<file path="config.mk">
export PLATFORM = sky130hd
export DESIGN_NAME = demux_buf
export DESIGN_NICKNAME = d
export VERILOG_FILES = /design/src/rtl/demux_buf.sv
export SDC_FILE = /design/constraint.sdc
export NUM_CORES = 1
export LEC_CHECK = 0
export BUFFER_PORTS_ARGS = -buffer_cell sky130_fd_sc_hd__buf_2
export CAP_MARGIN = 10
export CORE_UTILIZATION = 50
export CTS_CLUSTER_SIZE = 28
export DETAILED_ROUTE_END_ITERATION = 10
export GPL_TIMING_DRIVEN = 0
export PLACE_DENSITY_LB_ADDON = 0.25
export SLEW_MARGIN = 10
export SYNTH_ARGS = -nofsm -noshare
export SYNTH_HDL_FRONTEND = slang
export SYNTH_SLANG_ARGS = --single-unit
</file>
<file path="constraint.sdc">
create_clock -name clk -period 3.05 [get_ports clk]
set_clock_uncertainty 0.1 [all_clocks]
set_input_delay 0.4575 -clock clk [delete_from_list [all_inputs] [get_ports clk]]
set_output_delay 0.4575 -clock clk [all_outputs]
set_load 0.02 [all_outputs]
</file>
<file path="src/rtl/demux_buf.sv">
// 1-to-NOUT valid/ready demux with one output register per channel; 1-cycle accept-to-valid latency, a stalled channel only blocks words aimed at it.
// Optional DEMUX_BROADCAST_EN: in_bcast loads every slot at once when all can accept.
module demux_buf #(
  parameter int WIDTH = 8,
  parameter int NOUT  = 4,
  parameter int SELW  = 2,
  parameter int CNTW  = 8
) (
  input  logic                  clk,
  input  logic                  rst_n,
  input  logic [WIDTH-1:0]      in_data,
  input  logic [SELW-1:0]       in_sel,
  input  logic                  in_bcast,
  input  logic                  in_valid,
  output logic                  in_ready,
  output logic [NOUT*WIDTH-1:0] out_data,
  output logic [NOUT-1:0]       out_valid,
  input  logic [NOUT-1:0]       out_ready,
  output logic [CNTW-1:0]       drop_cnt
);

  logic [31:0]     sel_ext;
  logic            sel_ok;
  logic [NOUT-1:0] sel_hit;
  logic [NOUT-1:0] slot_free;
  logic [NOUT-1:0] load;
  logic            route_rdy;
  logic            bcast;
  logic            in_fire;

`ifdef DEMUX_BROADCAST_EN
  assign bcast = in_bcast;
`else
  logic unused_bcast;
  assign unused_bcast = in_bcast;
  assign bcast        = 1'b0;
`endif

  assign sel_ext   = 32'(in_sel);
  assign sel_ok    = sel_ext < 32'(NOUT);
  assign slot_free = ~out_valid | out_ready;

  always_comb begin
    sel_hit = '0;
    for (int k = 0; k < NOUT; k++) begin
      sel_hit[k] = (sel_ext == 32'(k));
    end
  end

  // Out-of-range selects are always accepted so they can be discarded.
  assign route_rdy = sel_ok ? |(sel_hit & slot_free) : 1'b1;
  assign in_ready  = rst_n & (bcast ? &slot_free : route_rdy);
  assign in_fire   = in_valid & in_ready;
  assign load      = {NOUT{in_fire}} & ({NOUT{bcast}} | sel_hit);

  // A slot refilled on the same edge it drains stays full with the new word.
  always_ff @(posedge clk or negedge rst_n) begin
    if (!rst_n) begin
      out_valid <= '0;
      out_data  <= '0;
    end else begin
      for (int k = 0; k < NOUT; k++) begin
        if (load[k]) begin
          out_valid[k]               <= 1'b1;
          out_data[k*WIDTH +: WIDTH] <= in_data;
        end else if (out_ready[k]) begin
          out_valid[k] <= 1'b0;
        end
      end
    end
  end

  always_ff @(posedge clk or negedge rst_n) begin
    if (!rst_n) begin
      drop_cnt <= '0;
    end else if (in_fire && !bcast && !sel_ok && (drop_cnt != {CNTW{1'b1}})) begin
      drop_cnt <= drop_cnt + 1'b1;
    end
  end

endmodule

</file>
==> results.py <==
metrics = {
    "placement": {
        "io_buffers": 52,
        "hpwlAfterDp_um": 2060,
        "dpl_worst_slack_ns": 0.371,
        "placedCellCount": 190,
        "gp_congestion": 0.728,
    },
    "floorplanning": {
        "num_rows": 19,
        "die-area_sq_um": 3290,
        "dieHeight_um": 57.3,
        "core_sq_um": 2830,
        "die_w_um": 57.3,
        "start_util_pct": 54.1,
        "boundaryPins": 63,
    },
    "finish": {
        "n_antenna_cell": 0,
        "fillers": 210,
        "seq_area_sq_um": 901,
        "area_growth_pct": 25.2,
        "final_cell_mix": "buf_2 (52), dfrtp_1 (36), mux2_2 (24)",
        "final_layout_size_suffix_gt1_share_pct": 63.5,
        "utilization_pct": 67.8,
        "fin_cells": 198,
        "multiInputGateArea_sq_um": 574,
        "final_nets": 184,
        "mostFrequentLayoutCell": "buf_2",
    },
    "critical_path": {
        "rr_startpoint": "out_valid[3]",
        "ff2ff_setup_slack_ns": 1.20,
        "path_max_fanout": 39,
        "worstSetupStartpoint": "rst_n",
        "cp.arrival_ns": 1.73,
        "rr_worst_depth": 3,
        "cp-start-kind": "input port",
        "endpoint": "in_ready",
        "criticalPathCategory": "input port to primary output",
        "cp.required_ns": 2.49,
        "r2r_end": "out_data[30]",
        "end_kind": "primary output",
    },
    "cts": {
        "clockRootBuffer": "clkbuf_4",
        "clk_pin_slew_worst_paths_ns": 0.11,
        "cts_resized": 0,
        "cts_tree": "done",
        "clk-insertion-delay-late_ns": 0.34,
        "ctsHoldBuffers": 0,
        "h-tree-depth": 2,
        "numClockSinks": 36,
        "cts_buffer_depth": 2,
        "cts_buffers": 5,
        "post_cts_buffers": 0,
    },
    "detailed_routing": {
        "wirelength_um": 2880,
        "drt_iter0_drc": 42,
        "wl_met2_um": 1410,
        "drc": 10,
        "num_vias": 1015,
        "wl_per_cell_um": 14.6,
        "drtAntennaViolNets": 0,
        "met3_length_um": 178,
        "drtPass1Iterations": 7,
        "wl_met1_um": 1230,
        "viasPerCell": 5.13,
        "top_layer": "met4",
    },
    "logic_synthesis": {
        "synth_cell_types": 21,
        "ys.flop_type": "dfrtp_1",
        "synth_edf_count": 0,
        "synth_cells": 100,
        "synthArstFlopShare_pct": 100,
        "ys_top_cells_by_area": "dfrtp_1 (59%), mux2_2 (18%), mux2_4 (7.8%)",
        "yosysTopAreaCell": "dfrtp_1",
        "synth_seq_area_share_pct": 58.8,
        "synthesis.area_sq_um": 1530,
        "synth.ff_latch_count": 36,
        "yosys.area.top_type_share_pct": 58.8,
        "yosys_warnings": 0,
        "syn_avg_cell_area_sq_um": 15.3,
    },
    "sta": {
        "drv_slew": 0,
        "grt_setup_unrepaired": "false",
        "max_slew_margin_pct": 45.9,
        "layout_min_cycle_time_ns": 2.28,
        "post-route-period-util_pct": 74.8,
        "worst_slew_pin_slew_ns": 0.812,
        "setup_viol": 0,
        "hold_violations": 0,
        "tns_ns": 0,
        "setup_ws_ns": 0.767,
        "fmax_mhz": 438,
    },
    "grt": {
        "grtUsageTotal_pct": 19.9,
        "grt_max_degree": 40,
        "antenna_found_initial": 0,
        "grt_pass1_wl_um": 4730,
        "overflow": 0,
        "grt_pass1_vias": 980,
    },
    "pwr": {
        "powerDensity_nw_per_um2": 670,
        "power_uw": 1290,
        "power_leakage_uw": 0.000973,
        "vdd_ir_drop_max_mv": 0.432,
    },
    "job": {
        "maxCapViolCount": 0,
    },
    "run_status": {
        "failed_checks": "DRC",
        "status": "finished with violations",
    },
    "min_path": {
        "min_path_type": "input port to async pin",
    },
}
logic make-up (layout without fill, tap and decap cells):
logic type / Yosys count / count (layout) / share of synthesized area (%)
buf+inv: 10 / 70 / 5.39
compound gates: 7 / 7 / 3.02
flops: 36 / 36 / 58.8
other cells: 1 / 8 / 0.245
simple gates: 14 / 14 / 7.03
mux: 32 / 32 / 25.5
flip-flops by register name, indices dropped and copies added (netlist names):
register,flops
out_data,32
out_valid,4
cell usage after synthesis, drive strengths merged (2+ instances only):
| cell | instances |
|---|---|
| nand2b | 3 |
| mux2 | 32 |
| o21bai | 2 |
| nor3 | 2 |
| nand2 | 2 |
| nor2b | 2 |
| buf | 10 |
| dfrtp | 36 |
| o21ai | 2 |
worst min path at each step:
stage                 start           end  slack, ns  cells after the start
2_1_floorplan         rst_n   out_data[0]       0.06                      0
3_3_place_gp   out_data[17]  out_data[17]       0.38                      1
3_5_place_dp    out_data[8]   out_data[8]       0.39                      1
4_1_cts               rst_n  out_data[10]       0.11                      1
5_1_grt               rst_n  out_data[10]       0.14                      1
6_report              rst_n   out_data[1]       0.09                      1
power by group:
part | total, uW | switching [uW] | internal, uW
clock network | 256 | 166 | 90.6
registers | 629 | 52.9 | 576
logic | 401 | 227 | 174
critical path, cell delays in order:
cell and delay (ns):
buf_2 0.62, o311ai_0 0.29, a21oi_1 0.17, buf_2 0.18
stage by stage:
step	hold WS [ns]	instance area (sq um)
2_1_floorplan	0.0619	1560
3_3_place_gp	0.384	1860
3_5_place_dp	0.391	1860
4_1_cts	0.114	1920
5_1_grt	0.144	1920
6_report	0.0894	1920
final cells by class:
| type | instances | area share [%] |
|---|---|---|
| plain buffers | 10 | 4.31 |
| clock buffers | 5 | 1.96 |
| clock inverters | 3 | 1.24 |
| multi-input cells | 61 | 29.9 |
| flip-flops and latches | 36 | 47.0 |
| well taps | 31 | 2.02 |
| repair buffers | 52 | 13.6 |
metal layers:
metal  global-route usage [%]  up-vias
met1                     24.6      494
met5                        0        -
met4                     10.5        0
met3                     4.76        7
met2                     32.4       44
li1                         -      470
Power figures use the tool's default switching activity.
